$ cat config.mk
export PLATFORM = sky130hd
export DESIGN_NAME = periph_bus_master
export DESIGN_NICKNAME = d
export VERILOG_FILES = /design/src/rtl/periph_bus_pkg.sv /design/src/rtl/periph_bus_master.sv
export SDC_FILE = /design/constraint.sdc
export NUM_CORES = 1
export LEC_CHECK = 0
export ABC_AREA = 1
export CORE_UTILIZATION = 51
export DETAILED_ROUTE_END_ITERATION = 6
export PLACE_DENSITY = 0.79
export SLEW_MARGIN = 10
export SYNTH_ARGS = -nofsm -noshare
export SYNTH_HDL_FRONTEND = slang
export SYNTH_SLANG_ARGS = --single-unit
$ cat constraint.sdc
create_clock -name clk -period 1.8 [get_ports clk]
set_clock_uncertainty 0.05 [all_clocks]
set_input_delay 0.18 -clock clk [delete_from_list [all_inputs] [get_ports clk]]
set_output_delay 0.18 -clock clk [all_outputs]
set_load 0.005 [all_outputs]
$ cat src/rtl/periph_bus_pkg.sv
// Shared types and constants for the 16-bit peripheral bus initiator.
package periph_bus_pkg;

  localparam int ADDR_W      = 8;
  localparam int DATA_W      = 16;
  localparam int TIMEOUT_DEF = 255;

  typedef enum logic [1:0] {
    IDLE    = 2'd0,
    STROBE  = 2'd1,
    RECOVER = 2'd2,
    RESP    = 2'd3
  } state_t;

  // Unstrobed byte lanes read back as zero.
  function automatic logic [DATA_W-1:0] lane_mask(input logic [DATA_W-1:0] d,
                                                  input logic u, input logic l);
    return {(u ? d[15:8] : 8'h00), (l ? d[7:0] : 8'h00)};
  endfunction

endpackage

$ cat src/rtl/periph_bus_master.sv
// Peripheral bus initiator: one word or a 32-bit long (two bus cycles, MSW first)
// per command, with a per-cycle ack timeout and a single response pulse.
//
// state   | meaning
// IDLE    | cmd_ready high, strobes low, rw = 1
// STROBE  | address/data/strobes held, waiting for ack or timeout
// RECOVER | one strobes-low cycle; ack ignored; launches second word of a long
// RESP    | rsp_valid pulse
module periph_bus_master
  import periph_bus_pkg::*;
#(
  parameter int TIMEOUT = TIMEOUT_DEF
) (
  input  logic        clk,
  input  logic        reset_n,
  input  logic        cmd_valid,
  output logic        cmd_ready,
  input  logic        cmd_rw,
  input  logic        cmd_long,
  input  logic [7:0]  cmd_addr,
  input  logic [1:0]  cmd_be,
  input  logic [31:0] cmd_wdata,
  output logic        rsp_valid,
  output logic [31:0] rsp_rdata,
  output logic        rsp_err,
  output logic [7:0]  addr,
  output logic [15:0] data_write,
  input  logic [15:0] data_read,
  output logic        uds,
  output logic        lds,
  output logic        rw,
  input  logic        ack
);

  localparam int CNT_W = $clog2(TIMEOUT + 1);

  state_t             state, state_nxt;
  logic [CNT_W-1:0]   cnt;
  logic               is_long, second, err;
  logic [31:0]        rd_acc;
  logic [15:0]        wdata_lo;
  logic               tmo_hit, cmd_empty, more;
  logic [DATA_W-1:0]  lanes;

  assign tmo_hit   = (cnt == CNT_W'(TIMEOUT));
  assign cmd_empty = !cmd_long && (cmd_be == 2'b00);
  assign more      = is_long && !second && !err;
  assign lanes     = lane_mask(data_read, uds, lds);

  always_ff @(posedge clk or negedge reset_n) begin
    if (!reset_n) state <= IDLE;
    else          state <= state_nxt;
  end

  always_comb begin
    state_nxt = state;
    case (state)
      IDLE:    if (cmd_valid) state_nxt = cmd_empty ? RESP : STROBE;
      STROBE:  if (ack || tmo_hit) state_nxt = RECOVER;
      RECOVER: state_nxt = more ? STROBE : RESP;
      RESP:    state_nxt = IDLE;
      default: state_nxt = IDLE;
    endcase
  end

  always_comb begin
    cmd_ready = (state == IDLE);
    rsp_valid = (state == RESP);
  end

  always_ff @(posedge clk or negedge reset_n) begin
    if (!reset_n) begin
      cnt        <= '0;
      is_long    <= 1'b0;
      second     <= 1'b0;
      err        <= 1'b0;
      rd_acc     <= '0;
      wdata_lo   <= '0;
      rsp_rdata  <= '0;
      rsp_err    <= 1'b0;
      addr       <= '0;
      data_write <= '0;
      uds        <= 1'b0;
      lds        <= 1'b0;
      rw         <= 1'b1;
    end else begin
      case (state)
        IDLE: if (cmd_valid) begin
          is_long  <= cmd_long;
          second   <= 1'b0;
          cnt      <= '0;
          rd_acc   <= '0;
          wdata_lo <= cmd_wdata[15:0];
          if (cmd_empty) begin
            err       <= 1'b1;
            rsp_err   <= 1'b1;
            rsp_rdata <= '0;
          end else begin
            err        <= 1'b0;
            addr       <= cmd_addr & 8'hFE;
            rw         <= cmd_rw;
            data_write <= cmd_long ? cmd_wdata[31:16] : cmd_wdata[15:0];
            uds        <= cmd_long | cmd_be[1];
            lds        <= cmd_long | cmd_be[0];
          end
        end
        STROBE: begin
          if (ack) begin
            uds <= 1'b0;
            lds <= 1'b0;
            if (is_long && !second) rd_acc[31:16] <= lanes;
            else                    rd_acc[15:0]  <= lanes;
          end else if (tmo_hit) begin
            uds <= 1'b0;
            lds <= 1'b0;
            err <= 1'b1;
          end else begin
            cnt <= cnt + CNT_W'(1);
          end
        end
        RECOVER: begin
          if (more) begin
            addr       <= addr + 8'd2;
            data_write <= wdata_lo;
            uds        <= 1'b1;
            lds        <= 1'b1;
            second     <= 1'b1;
            cnt        <= '0;
          end else begin
            rsp_err   <= err;
            rsp_rdata <= (err || !rw) ? 32'd0 : rd_acc;
          end
        end
        RESP: rw <= 1'b1;
        default: ;
      endcase
    end
  end

endmodule

==> results of run 1 <==
-- cell usage in the layout (no fill, tap or decap), drive strengths merged, types with 2 or more instances in the layout --
master,n
inv,85
o21ai,94
ha,7
nor2,55
clkdlybuf4s50,120
nor3b,2
xor2,2
nand3,21
buf,26
a21oi,2
a31oi,11
clkinvlp,4
clkbuf,19
dfrtp,119
nand4,3
nand2,317
clkinv,6
-- worst min path at each step --
stage | end | slack (ps) | cells after the start
global placement | rsp_rdata[2] | 120 | 1
floorplan | addr[1] | -170 | 0
CTS | rsp_rdata[2] | 240 | 2
detailed placement | rsp_rdata[2] | 130 | 1
finish | rsp_rdata[2] | 230 | 2
global route | rsp_rdata[12] | 290 | 2
-- flip-flops by register name, indices dropped and copies added (netlist names), 2 cells and up --
register    flops
data_write     16
rsp_rdata      32
state           2
rd_acc         32
addr            7
wdata_lo       16
cnt             8
-- per-layer routing --
layer / track usage [%] / part of all wire, % / routed length, microns
met4: 10.34 / 2.1 / 306
met2: 44.78 / 52 / 7590
met5: 0 / 0 / 0
met1: 31.84 / 42 / 6144
met3: 5.115 / 4.6 / 670
-- what timing repair did --
item | in CTS | in global routing
hold buffers | 1 | 0
buffers inserted | 2 | 0
gates resized for setup | 8 | 15
endpoints found under the setup margin | 37 | 102
pin swaps | 2 | 3
endpoints found under the hold margin | 33 | 0
-- where the power goes --
group | internal [mW] | switching (mW)
clock | 1.84 | 1.27
combinational | 2.43 | 3.28
sequential | 3.62 | 0.622
-- stage by stage --
stage	area, sq um	instances	hold WS (ps)	TNS [ps]
after floorplan	5968	754	-165.6	0
after global placement	7426	1009	122.3	-0.6440
after detailed placement	7426	1009	125.7	-256.4
after CTS	8020	1044	244.9	0
after global routing	8069	1044	292.8	-170.4
final	8069	1044	226.1	0
-- cells by family after synthesis --
family,Yosys count
xor+xnor,2
other cells,1
simple gates,400
flops,120
fa+ha+maj,7
compound gates,108
buf+inv,116
-- layout make-up --
cell class	instances	area, sq um
clock buffer	19	452.9
clock inverter	13	97.59
fill	874	3349
inverter	82	310.3
multi-input combinational	518	2481
sequential	120	3004
tap	143	178.9
timing repair buffer	149	1544
==> results.json, run 1 <==
{
  "cts_root_buf": "clkbuf_16",
  "hpwlAfterDp_microns": 10220,
  "cts_max_level": 4,
  "worst-path-buf-inv": 3,
  "synthTopCellsByCount": "312 x nand2_1, 119 x dfrtp_1, 79 x inv_1",
  "worstSetupEndpointType": "flop",
  "wl_per_cell_microns": 14.09,
  "cts_tree": "yes",
  "start_util_pct": 52.27,
  "grt_start_max_net_pins": 48,
  "yosys_warnings": 0,
  "core_area_sq_um": 11420,
  "syn_area_per_cell_sq_um": 7.915,
  "synth_top_cell_area_share_pct": 49.90,
  "rows": 39,
  "viasPerCell": 5.135,
  "grt.total_usage_pct": 25.90,
  "synthSimpleGateAreaFrac_pct": 27.04,
  "gp_congestion": 0.8141,
  "r2r_end": "cnt[7]",
  "grt_antenna_before_repair": 0,
  "grt_setup_unrepaired": "true",
  "first_iter_violations": 373,
  "rr_startpoint": "state[1]",
  "crit_path_end": "cnt[7]",
  "critical-path-top-delay-family": "simple AND/OR/NAND/NOR gates",
  "start_kind": "flop",
  "crit_arrival_ps": 2060,
  "post-route-period-util_pct": 97.94,
  "p_leak_nw": 3.841,
  "synth_fa_ha_area_share_pct": 1.468,
  "post_synth_inst_count": 754,
  "setup.worst_path.start": "state[1]",
  "ios": 126,
  "fin_nets": 959,
  "clk_latency_ps": 400,
  "reg2reg_depth": 11,
  "die_h_microns": 110.2,
  "total_power_mw": 13.05,
  "routed_wl_microns": 14710,
  "vias": 5361,
  "grt_pass1_wl_microns": 24160,
  "period_needed_ps": 1763,
  "syn-cell-area_sq_um": 5968,
  "ir_drop_mv": 0.8637,
  "cts_made_buffers": 17,
  "maxCapViolations": 0,
  "layout-drive-gt1-share_pct": 13.98,
  "crit_cells": 11,
  "ys_ff_latch": 120,
  "synthTopCellsByArea": "dfrtp_1 50%, nand2_1 20%, o21ai_2 5.1%",
  "final_util_pct": 70.67,
  "ys.flop_type": "dfrtp_1",
  "max_freq_mhz": 567.2,
  "synth_compound_area_share_pct": 11.53,
  "grt_pass1_vias": 5298,
  "hold_path_class": "input pin to async pin",
  "muxShareOfSynthArea_pct": 0,
  "drtAntennaViolNets": 0,
  "place_ws_ps": -70.62,
  "cp_max_fo": 8,
  "first_pass_iters": 6,
  "synth_xor_area_share_pct": 0.2935,
  "critPathRequiredTime_ps": 2090,
  "synth_top_family_by_area": "simple AND/OR/NAND/NOR gates",
  "reg2reg_slack_ps": 40,
  "setup_ws_ps": 37.04,
  "drv_slew": 0,
  "powerDensity_nw_per_um2": 1617,
  "drc": 0,
  "yosysSeqAreaShare_pct": 50.34,
  "gr-total-overflow": 0,
  "yosysTopAreaCell": "dfrtp_1",
  "setup_viol_count_final": 0,
  "synth_edf_count": 0,
  "synth_nets": 825,
  "yosysMostFrequentCell": "nand2_1",
  "cpPeakStageDelay_ps": 360,
  "port_buffers": 123,
  "critical-path-slowest-cell": "dfrtp_1",
  "worstPathCellList": "inv_2 -> ha_4 -> buf_6 -> buf_4 -> nand2_2 -> nand2_2 -> nor2_4 -> nand2_2 -> nor2_4 -> nand2_1 -> nand2_1",
  "insertedDiodeCount": 0,
  "ys_async_sr_fraction_pct": 100.0,
  "clock_sinks": 120,
  "area_delta_synth_final_pct": 35.20,
  "path_common_cell": "nand2_2",
  "clk_path_buf_depth": 2,
  "die_w_microns": 110.2,
  "hold_viol": 0,
  "status": "complete, no violations",
  "cts.clk_slew.worst_paths_ps": 60,
  "dieArea_sq_um": 12140,
  "synth_cell_types": 31,
  "worstSetupPathType": "flop to flop"
}
Note: power is estimated with default switching activity, not from simulation.
==> inputs of run 2 (changes only) <==
CORE_UTILIZATION = 55   (was 51)
PLACE_DENSITY = 0.84   (was 0.79)
clock period = 2.12 ns   (was 1.8 ns; I/O delays follow)
==> run 2 against run 1 <==
  * Sequential share of layout area increased by 0.40 points
  * Die area decreased by 7.1%
  * Sequential power decreased by 14%
  * Cell count decreased by 1.9%
  * Global-route usage increased by 3.5 points
  * Wire length increased by 6.1%
  * Critical path depth decreased by 8
  * Hold slack got worse by 82 ps
  * Total power decreased by 13%
  * Setup slack improved by 47 ps
  * Via count increased by 2.6%
==> results.json, run 2 (synthesis gave the netlist of run 1 again) <==
{
  "status": "complete, no violations",
  "start_kind": "flop",
  "rows": 37,
  "first_iter_violations": 463,
  "finalSetupTns_ps": 0,
  "crit_cells": 3,
  "max_freq_mhz": 491.1,
  "worstSetupEndpointType": "primary output",
  "final_common_cell": "nand2_1",
  "die_h_microns": 106.2,
  "fin_nets": 946,
  "core_area_sq_um": 10420,
  "hpwlAfterDp_microns": 9948,
  "grt_pass1_wl_microns": 25740,
  "critical-path-top-delay-family": "buffers and inverters",
  "crit_arrival_ps": 1770,
  "port_buffers": 123,
  "cts_root_buf": "clkbuf_8",
  "clk_path_buf_depth": 2,
  "drc": 0,
  "hold_viol": 0,
  "worstPathCellList": "inv_1 -> ha_4 -> clkdlybuf4s50_1",
  "whs_ps": 144.2,
  "cp_max_fo": 5,
  "dp.cells": 990,
  "p_leak_nw": 3.797,
  "cts_made_buffers": 17,
  "p_clk_share_pct": 28.6,
  "routed_wl_microns": 15610,
  "wl_per_cell_microns": 15.24,
  "drtAntennaViolNets": 0,
  "total_power_mw": 11.39,
  "cts.clk_slew.worst_paths_ps": 60,
  "drv_slew": 0,
  "post-route-period-util_pct": 96.05,
  "ir_drop_mv": 0.8831,
  "cts_tree": "yes",
  "hold_path_class": "input pin to async pin",
  "period_needed_ps": 2036,
  "grt_pass1_vias": 5517,
  "p_sw_share_pct": 38.25,
  "setup_viol_count_final": 0,
  "worstMarginPinSlew_ps": 551.3,
  "net-switching-power_mw": 4.357,
  "grt_start_max_net_pins": 66,
  "instances_no_fill": 1024,
  "p_seq_share_pct": 31.9,
  "area_delta_synth_final_pct": 33.77,
  "final_util_pct": 76.65,
  "clock_sinks": 120,
  "clk_latency_ps": 530,
  "grt.total_usage_pct": 29.43,
  "worstSetupPathType": "flop to primary output",
  "place_ws_ps": 57.30,
  "start_util_pct": 57.30,
  "critPathRequiredTime_ps": 1860,
  "grt_antenna_before_repair": 0,
  "power.share.combinational_pct": 39.6,
  "viasPerCell": 5.370,
  "reg2reg_depth": 7,
  "die_w_microns": 106.2,
  "internal_power_mw": 7.032,
  "gp_congestion": 0.8211,
  "powerDensity_nw_per_um2": 1426,
  "grt_setup_unrepaired": "false",
  "cts_max_level": 4,
  "first_pass_iters": 5,
  "vias": 5499,
  "top_regs": "rd_acc: 32 flops, rsp_rdata: 32 flops",
  "layout-drive-gt1-share_pct": 11.71,
  "fin_area_sq_um": 7984,
  "cpPeakStageDelay_ps": 510,
  "setup_ws_ps": 83.67,
  "dieArea_sq_um": 11270,
  "insertedDiodeCount": 0,
  "gr-total-overflow": 0,
  "place_area_sq_um": 7277,
  "maxCapViolations": 0,
  "ios": 126,
  "critical-path-slowest-cell": "clkdlybuf4s50_1",
  "worst-path-buf-inv": 2,
  "slew_headroom_pct": 63.21,
  "layout_common_cells": "312 x nand2_1, 122 x clkdlybuf4s50_1, 119 x dfrtp_1"
}
run 2: changes by cell type in the layout (fill, tap and decap cells not counted), sizes merged:
| cell | previous run | this run |
|---|---|---|
| bufinv | 0 | 6 |
| clkinv | 6 | 5 |
| clkdlybuf4s50 | 120 | 122 |
| clkinvlp | 4 | 3 |
| dlymetal6s2s | 1 | 0 |
| dlygate4sd2 | 1 | 0 |
| inv | 85 | 81 |
| buf | 26 | 13 |
run 2: final timing paths:
check,startpoint,slack [ps],to
max in group asynchronous,reset_n,1150,rw
max reg2reg,state[0],160,data_write[0]
min reg2reg,wdata_lo[13],430,wdata_lo[13]
min,reset_n,140,rsp_rdata[6]
max,state[1],80,cmd_ready
min in group clk,cmd_wdata[5],190,wdata_lo[5]
run 2: power groups by stage:
stage / clock, mW / combinational (mW) / sequential [mW]
floorplan: 0 / 3.05 / 3.51
global placement: 0 / 4.14 / 3.57
detailed placement: 0 / 4.28 / 3.61
global route: 3.36 / 4.97 / 3.71
finish: 3.25 / 4.51 / 3.63
CTS: 3.26 / 4.46 / 3.61
run 2: layout make-up:
| type | count | area [sq um] |
|---|---|---|
| clock buffer | 19 | 441.7 |
| clock inverter | 13 | 224.0 |
| fill | 702 | 2432 |
| inverter | 82 | 316.6 |
| multi-input combinational | 518 | 2436 |
| sequential | 120 | 3004 |
| tap | 136 | 170.2 |
| timing repair buffer | 136 | 1391 |
run 2: metal layers:
| layer | vias to the layer above | wire, microns | track usage (%) |
|---|---|---|---|
| met5 | - | 0 | 0 |
| met4 | 0 | 589 | 14.68 |
| met3 | 53 | 963 | 5.702 |
| met2 | 249 | 8143 | 51.62 |
| met1 | 2621 | 5913 | 34.30 |
| li1 | 2576 | - | - |
run 2: repair_timing:
action	in CTS	in global routing
setup buffers	1	0
hold buffers	1	0
endpoints found under the hold margin	37	0
pin swaps	1	0
endpoints found under the setup margin	1	30
resized for setup	2	5
